===== src/rtl/fpu_pkg.sv =====
// Shared binary32 format constants for the FPU units.
// Used by finv, fmul and fmul_seq.
package fpu_pkg;
    localparam int EXP_W   = 8;
    localparam int MAN_W   = 23;
    localparam int BIAS    = 127;
    localparam int EXP_MAX = 255;
endpackage


===== src/rtl/fmul_seq_if.sv =====
// Operand/result valid-ready bundle for fmul_seq.
// slave is the multiplier side, master the issuing side.
interface fmul_seq_if;
    logic        valid_in;
    logic        ready_out;
    logic [31:0] x1;
    logic [31:0] x2;
    logic        valid_out;
    logic        ready_in;
    logic [31:0] y;
    logic        ovf;

    modport slave (
        input  valid_in, x1, x2, ready_in,
        output ready_out, valid_out, y, ovf
    );

    modport master (
        output valid_in, x1, x2, ready_in,
        input  ready_out, valid_out, y, ovf
    );
endinterface


===== src/rtl/fmul_round.sv =====
// Normalize, round-to-nearest-even and range check
// of a 48-bit mantissa product into binary32.
module fmul_round
    import fpu_pkg::*;
(
    input  logic [47:0]       p,
    input  logic              s,
    input  logic signed [9:0] e,
    output logic [31:0]       y,
    output logic              ovf
);
    localparam logic signed [9:0] E_MAX = 10'(EXP_MAX);

    logic [MAN_W-1:0]  man;
    logic [MAN_W-1:0]  man_r;
    logic              g;
    logic              st;
    logic              inc;
    logic              cy;
    logic signed [9:0] ex;
    logic signed [9:0] ef;

    // select window, round, then clamp to the finite range
    always_comb begin
        if (p[47]) begin
            man = p[46:24];
            g   = p[23];
            st  = |p[22:0];
            ex  = e + 10'sd1;
        end else begin
            man = p[45:23];
            g   = p[22];
            st  = |p[21:0];
            ex  = e;
        end
        inc         = g & (st | man[0]);
        {cy, man_r} = {1'b0, man} + {{MAN_W{1'b0}}, inc};
        ef          = cy ? ex + 10'sd1 : ex;
        y           = '0;
        ovf         = 1'b0;
        if (ef >= E_MAX) begin
            y   = {s, {EXP_W{1'b1}}, {MAN_W{1'b0}}};
            ovf = 1'b1;
        end else if (ef <= 10'sd0) begin
            ovf = 1'b1;
        end else begin
            y = {s, ef[7:0], man_r};
        end
    end
endmodule


===== src/rtl/fmul_seq.sv =====
// Sequential binary32 multiplier: 24-cycle shift-and-add
// mantissa product followed by one normalize/round cycle.
module fmul_seq
    import fpu_pkg::*;
(
    input  logic        clk,
    input  logic        rst,
    fmul_seq_if.slave   bus
);
    typedef enum logic [1:0] {IDLE, MUL, NORM, DONE} state_t;

    localparam logic [4:0]        LAST   = 5'(MAN_W);
    localparam logic signed [9:0] BIAS_S = 10'(BIAS);

    state_t            state_q;
    state_t            state_d;
    logic [23:0]       m1_q;
    logic [23:0]       m2_q;
    logic              s_q;
    logic signed [9:0] e_q;
    logic [47:0]       acc_q;
    logic [4:0]        count_q;
    logic [31:0]       y_q;
    logic              ovf_q;
    logic [31:0]       y_r;
    logic              ovf_r;
    logic              zero_op;
    logic              accept;

    assign accept  = bus.valid_in && (state_q == IDLE);
    assign zero_op = (bus.x1[MAN_W +: EXP_W] == '0) ||
                     (bus.x2[MAN_W +: EXP_W] == '0);

    fmul_round u_round (
        .p   (acc_q),
        .s   (s_q),
        .e   (e_q),
        .y   (y_r),
        .ovf (ovf_r)
    );

    // state register
    always_ff @(posedge clk) begin
        if (rst) state_q <= IDLE;
        else     state_q <= state_d;
    end

    // next-state logic
    always_comb begin
        state_d = state_q;
        unique case (state_q)
            IDLE: if (accept) state_d = zero_op ? DONE : MUL;
            MUL:  if (count_q == LAST) state_d = NORM;
            NORM: state_d = DONE;
            DONE: if (bus.ready_in) state_d = IDLE;
            default: state_d = IDLE;
        endcase
    end

    // operand capture, accumulation and result registers
    always_ff @(posedge clk) begin
        if (rst) begin
            m1_q    <= '0;
            m2_q    <= '0;
            s_q     <= 1'b0;
            e_q     <= '0;
            acc_q   <= '0;
            count_q <= '0;
            y_q     <= '0;
            ovf_q   <= 1'b0;
        end else begin
            unique case (state_q)
                IDLE: if (accept) begin
                    m1_q    <= {1'b1, bus.x1[MAN_W-1:0]};
                    m2_q    <= {1'b1, bus.x2[MAN_W-1:0]};
                    s_q     <= bus.x1[31] ^ bus.x2[31];
                    e_q     <= $signed({2'b00, bus.x1[MAN_W +: EXP_W]})
                             + $signed({2'b00, bus.x2[MAN_W +: EXP_W]})
                             - BIAS_S;
                    acc_q   <= '0;
                    count_q <= '0;
                    if (zero_op) begin
                        y_q   <= '0;
                        ovf_q <= 1'b0;
                    end
                end
                MUL: begin
                    if (m2_q[count_q])
                        acc_q <= acc_q + ({24'd0, m1_q} << count_q);
                    count_q <= count_q + 5'd1;
                end
                NORM: begin
                    y_q   <= y_r;
                    ovf_q <= ovf_r;
                end
                default: ;
            endcase
        end
    end

    assign bus.ready_out = (state_q == IDLE);
    assign bus.valid_out = (state_q == DONE);
    assign bus.y         = y_q;
    assign bus.ovf       = ovf_q;
endmodule


===== src/flat_wrapper.sv =====
// flat-port wrapper written by rule: the top's interface ports become plain ports
module fmul_seq_flat import fpu_pkg::*;
  (clk, rst, bus_valid_in, bus_x1, bus_x2, bus_ready_in, bus_ready_out, bus_valid_out, bus_y, bus_ovf);
  fmul_seq_if bus_i ();
  input  logic clk;
  input  logic rst;
  input wire logic [$bits(bus_i.valid_in)-1:0] bus_valid_in;
  input wire logic [$bits(bus_i.x1)-1:0] bus_x1;
  input wire logic [$bits(bus_i.x2)-1:0] bus_x2;
  input wire logic [$bits(bus_i.ready_in)-1:0] bus_ready_in;
  output wire logic [$bits(bus_i.ready_out)-1:0] bus_ready_out;
  output wire logic [$bits(bus_i.valid_out)-1:0] bus_valid_out;
  output wire logic [$bits(bus_i.y)-1:0] bus_y;
  output wire logic [$bits(bus_i.ovf)-1:0] bus_ovf;
  assign bus_i.valid_in = bus_valid_in;
  assign bus_i.x1 = bus_x1;
  assign bus_i.x2 = bus_x2;
  assign bus_i.ready_in = bus_ready_in;
  assign bus_ready_out = bus_i.ready_out;
  assign bus_valid_out = bus_i.valid_out;
  assign bus_y = bus_i.y;
  assign bus_ovf = bus_i.ovf;
  fmul_seq u_core (.clk(clk), .rst(rst), .bus(bus_i));
endmodule

===== config.mk =====
export PLATFORM = sky130hd
export DESIGN_NAME = fmul_seq_flat
export DESIGN_NICKNAME = d
export VERILOG_FILES = /design/src/rtl/fpu_pkg.sv /design/src/rtl/fmul_seq_if.sv /design/src/rtl/fmul_round.sv /design/src/rtl/fmul_seq.sv /design/src/flat_wrapper.sv
export SDC_FILE = /design/constraint.sdc
export NUM_CORES = 1
export LEC_CHECK = 0
export ABC_AREA = 0
export ABC_CLOCK_PERIOD_IN_PS = 13320
export BUFFER_PORTS_ARGS = -buffer_cell sky130_fd_sc_hd__clkbuf_2
export CAP_MARGIN = 10
export CORE_UTILIZATION = 25
export CTS_CLUSTER_SIZE = 40
export DETAILED_ROUTE_END_ITERATION = 8
export SLEW_MARGIN = 5
export SYNTH_ARGS = -nofsm -noshare
export SYNTH_HDL_FRONTEND = slang
export SYNTH_SLANG_ARGS = --single-unit

===== constraint.sdc =====
create_clock -name clk -period 13.32 [get_ports clk]
set_clock_uncertainty 0.15 [all_clocks]
set_input_delay 0.666 -clock clk [delete_from_list [all_inputs] [get_ports clk]]
set_output_delay 0.666 -clock clk [all_outputs]
set_load 0.01 [all_outputs]

==> impl_summary.txt <==
----------------------------------------------------
[GRT]
  Maximum number of pins on one net before global-route repair ... 66
  GRT overflow ... 0
  Number of global-route vias before repair ... 9874
  Met1 layer usage reported by global route ... 0.206
  Initial antenna violation count ... 0
  Global Route met2 Usage ... 0.211
  Overall global routing resource usage ... 0.143
  Peak-usage layer in the global routing report ... met2
  Global Route met3 Usage ... 0.0317
  Wire length of the first global-routing pass ... 53600 microns

[Worst setup path]
  Crit-path max FO ... 28
  Crit path kind ... flip-flop to flip-flop
  Minimum setup slack among reg-to-reg paths ... 7.60 ns
  Type of element launching the critical path ... flip-flop
  Cell seen most often among critical-path stages ... sky130_fd_sc_hd__a21oi_1
  Critical register-to-register path startpoint ... u_core.count_q[2]
  Depth of the worst register-to-register path ... 15
  Data required time of the critical path ... 13.55 ns
  Worst reg2reg endpoint ... u_core.acc_q[47]
  Endpoint kind of the worst setup timing path ... flip-flop
  Crit path max-delay cell type ... sky130_fd_sc_hd__dfxtp_1
  Arrival time of data at the critical path endpoint ... 5.94 ns
  Ordered cell list for the critical path ... clkinv_1 > mux2_2 > o21ai_0 > o22ai_1 > ha_1 > nand4_1 > nor3_1 > nand2_1 > o211ai_1 > o21a_1 > a21oi_1 > a21oi_1 > a2111oi_0 > nor4_1 > nand3b_1
  Maximum cell stage delay along the critical path ... 1.03 ns

[Place]
  Number of cells in the design after placement ... 2069
  Number of buffers inserted by port buffering ... 102
  Post-DP HPWL ... 25500 microns
  Pre-CTS setup slack ... 7.70 ns
  GP Congestion ... 0.900

[Cells and area]
  Most frequent standard cell in the layout excluding fill and tap cells ... sky130_fd_sc_hd__nand2_1
  Share of cells above drive strength 1 ... 0.140
  Number of nets in the layout ... 1630
  Antenna cell count ... 0
  Synthesis-to-layout area growth ... 13.6%
  Most frequent cells in the layout ... sky130_fd_sc_hd__nand2_1, sky130_fd_sc_hd__a21oi_1, sky130_fd_sc_hd__dfxtp_1, sky130_fd_sc_hd__nor2_1, sky130_fd_sc_hd__clkbuf_2
  Count of non-filler cells in the finished layout ... 2101

[CTS]
  Post-CTS resize count ... 0
  Clock slew at the register clock pins of the worst setup and hold paths ... 0.06 ns
  CTS buffer count ... 17
  Skew-Pair Late Insertion Delay ... 0.44 ns
  Clock tree from TritonCTS ... done
  Count of hold-fix buffers inserted at cts ... 0
  TritonCTS sink count ... 146
  CTS H-tree lvls ... 4
  Clk root buf ... sky130_fd_sc_hd__clkbuf_16
  Buffer depth of the longest clock path ... 2
  Post-CTS setup buffer count ... 0

[Yosys]
  Proportion of register bits with asynchronous set or reset after synthesis ... 0
  Gate count after technology mapping ... 1460
  Yosys reg bits ... 146
  Sequential share of the synthesized area ... 0.257
  Count of unique library cells instantiated by Yosys ... 85
  Primary flip-flop cell chosen by synthesis mapping ... sky130_fd_sc_hd__dfxtp_1
  Post-Syn Area per Cell ... 7.80 sq um
  Count of warnings emitted by yosys ... 0
  Count of flip-flops with a built-in enable after synthesis ... 0
  Synthesized Nets ... 1594
  Cell area after technology mapping ... 11400 sq um

[Min path]
  Source of the worst hold timing path ... bus_x2[16]
  Classification of the worst-slack hold path ... primary input to flip-flop
  Cell count of the worst hold path ... 3
  Hold worst-path end ... u_core.m2_q[16]

[Timing]
  Portion of the clock cycle consumed by the worst path in the final layout ... 0.429
  Transition time of the tightest slew-check pin ... 1.14 ns
  Achievable clock frequency ... 175 MHz
  Setup repair after global routing missed its margin ... false
  Final setup margin ... 7.60 ns
  Final min period ... 5.72 ns
  Final setup violation count ... 0
  Pins Over Slew Limit ... 0
  Worst slew margin relative to its limit ... 0.243
  Post-Route Setup TNS ... 0 ns
  Final count of hold timing violations ... 0

[Die]
  Die Outline Area ... 46400 sq um
  Initial core utilization ... 0.255
  CORE AREA ... 44600 sq um
  Top-level I/O count ... 103
  Placement Rows ... 77
  X dimension of the die ... 215 microns
  DIE HEIGHT ... 215 microns

[Drt]
  Routed wire length ... 33000 microns
  Router iterations before antenna repair ... 5
  Via-per-instance ratio ... 5.04
  Routed Antenna Nets ... 0
  DRC errors left ... 0
  Number of design-rule violations left by the first detailed-router iteration ... 625
  Post-DR wirelength/cell ... 15.7 microns
  Via count ... 10.6k

[Pwr]
  Leakage power summed over all cells ... 0.00516 uW
  IR Drop Worst-Case VDD ... 0.0947 mV
  P per Cell Area ... 130 nW/um^2

[Outcome]
  Status ... complete, no violations

[Job]
  Maximum capacitance violations ... 0

----------------------------------------------------
[cell usage after synthesis, types with 16 or more instances]
library cell,count,area share
sky130_fd_sc_hd__inv_1,24,0.0079
sky130_fd_sc_hd__a211oi_1,21,0.014
sky130_fd_sc_hd__clkbuf_1,66,0.022
sky130_fd_sc_hd__nor2b_1,16,0.0088
sky130_fd_sc_hd__mux2_2,20,0.020
sky130_fd_sc_hd__a22oi_1,18,0.012
sky130_fd_sc_hd__a31oi_1,17,0.0093
sky130_fd_sc_hd__xor2_1,36,0.028
sky130_fd_sc_hd__xnor2_1,53,0.041
sky130_fd_sc_hd__o21ai_0,72,0.032
sky130_fd_sc_hd__nand3_1,38,0.017
sky130_fd_sc_hd__dfxtp_1,146,0.26
sky130_fd_sc_hd__nor2_1,115,0.038
sky130_fd_sc_hd__a21o_1,38,0.025
sky130_fd_sc_hd__nand2_1,226,0.074
sky130_fd_sc_hd__mux2i_1,43,0.038
sky130_fd_sc_hd__ha_1,64,0.070
sky130_fd_sc_hd__a21oi_1,151,0.066
sky130_fd_sc_hd__a22o_1,23,0.018
sky130_fd_sc_hd__nand2b_1,20,0.011
[flip-flops by register name, summed over array words and instances, names as in the netlist]
name / flops
u_core.bus.ovf: 1
u_core.m1_q: 23
u_core.m2_q: 24
u_core.state_q: 2
u_core.count_q: 5
u_core.s_q: 1
u_core.bus.y: 32
u_core.e_q: 10
u_core.acc_q: 48
[metal layers]
metal	part of all wire	wire (microns)	vias up
met5	0	0	-
met4	0.016	539	0
met3	0.048	1600	27
met2	0.43	14200	259
met1	0.50	16600	4937
li1	-	-	5375
[report_power, final]
group	switching (uW)	total, uW	internal [uW]
sequential	72.4	555	483
clock	193	518	325
combinational	393	610	217
total	658	1680	1020
[worst max path at each step]
stage                            startpoint                to  slack [ns]
final                     u_core.count_q[2]  u_core.acc_q[47]        7.60
after global routing      u_core.count_q[2]  u_core.acc_q[47]        7.03
after CTS                 u_core.count_q[2]  u_core.acc_q[47]        7.71
after detailed placement  u_core.count_q[2]  u_core.acc_q[47]        7.70
after global placement    u_core.count_q[2]  u_core.acc_q[34]        7.85
after floorplan           u_core.count_q[0]  u_core.acc_q[41]        8.57
[critical path: cells and delay by family, from the launching register on]
family	cells	cell delay [ns]
AO/OA/AOI/OAI	7	1.67
adder cells (fa/ha/maj)	1	0.46
buffers and inverters	1	0.76
flip-flops	1	1.03
multiplexers	1	0.50
AND/OR/NAND/NOR	5	1.08
[through the flow]
stage	hold slack [ns]	utilization	cell area [sq um]	power, uW
2_1_floorplan	0.283	-	11400	998
6_report	0.295	0.290	12900	1680
3_3_place_gp	0.291	0.276	12300	1160
4_1_cts	0.267	0.290	12900	1700
5_1_grt	0.274	0.290	12900	1790
3_5_place_dp	0.296	0.276	12300	1170
[kinds of logic (layout without fill, tap and decap cells)]
kind of cell               after synthesis  after routing  share of synthesized area
buffers and inverters                  121            170                     0.0453
adders and majority gates               66             66                     0.0738
AOI/OAI and AO/OA                      433            433                      0.246
and+or+nand+nor                        523            523                      0.218
xor gates and xnor gates                90             90                     0.0698
DFF                                    146            146                      0.257
muxes                                   81             81                     0.0905
[layout make-up]
| cell class | instances | area (sq um) |
|---|---|---|
| Timing Repair Buffer | 111 | 578 |
| Inverter | 27 | 101 |
| Sequential cell | 146 | 2930 |
| Clock inverter | 7 | 119 |
| Fill cell | 4808 | 31700 |
| Multi-Input combinational cell | 1193 | 7960 |
| Clock buffer | 25 | 515 |
| Tap cell | 592 | 741 |
Power figures use the tool's default switching activity.
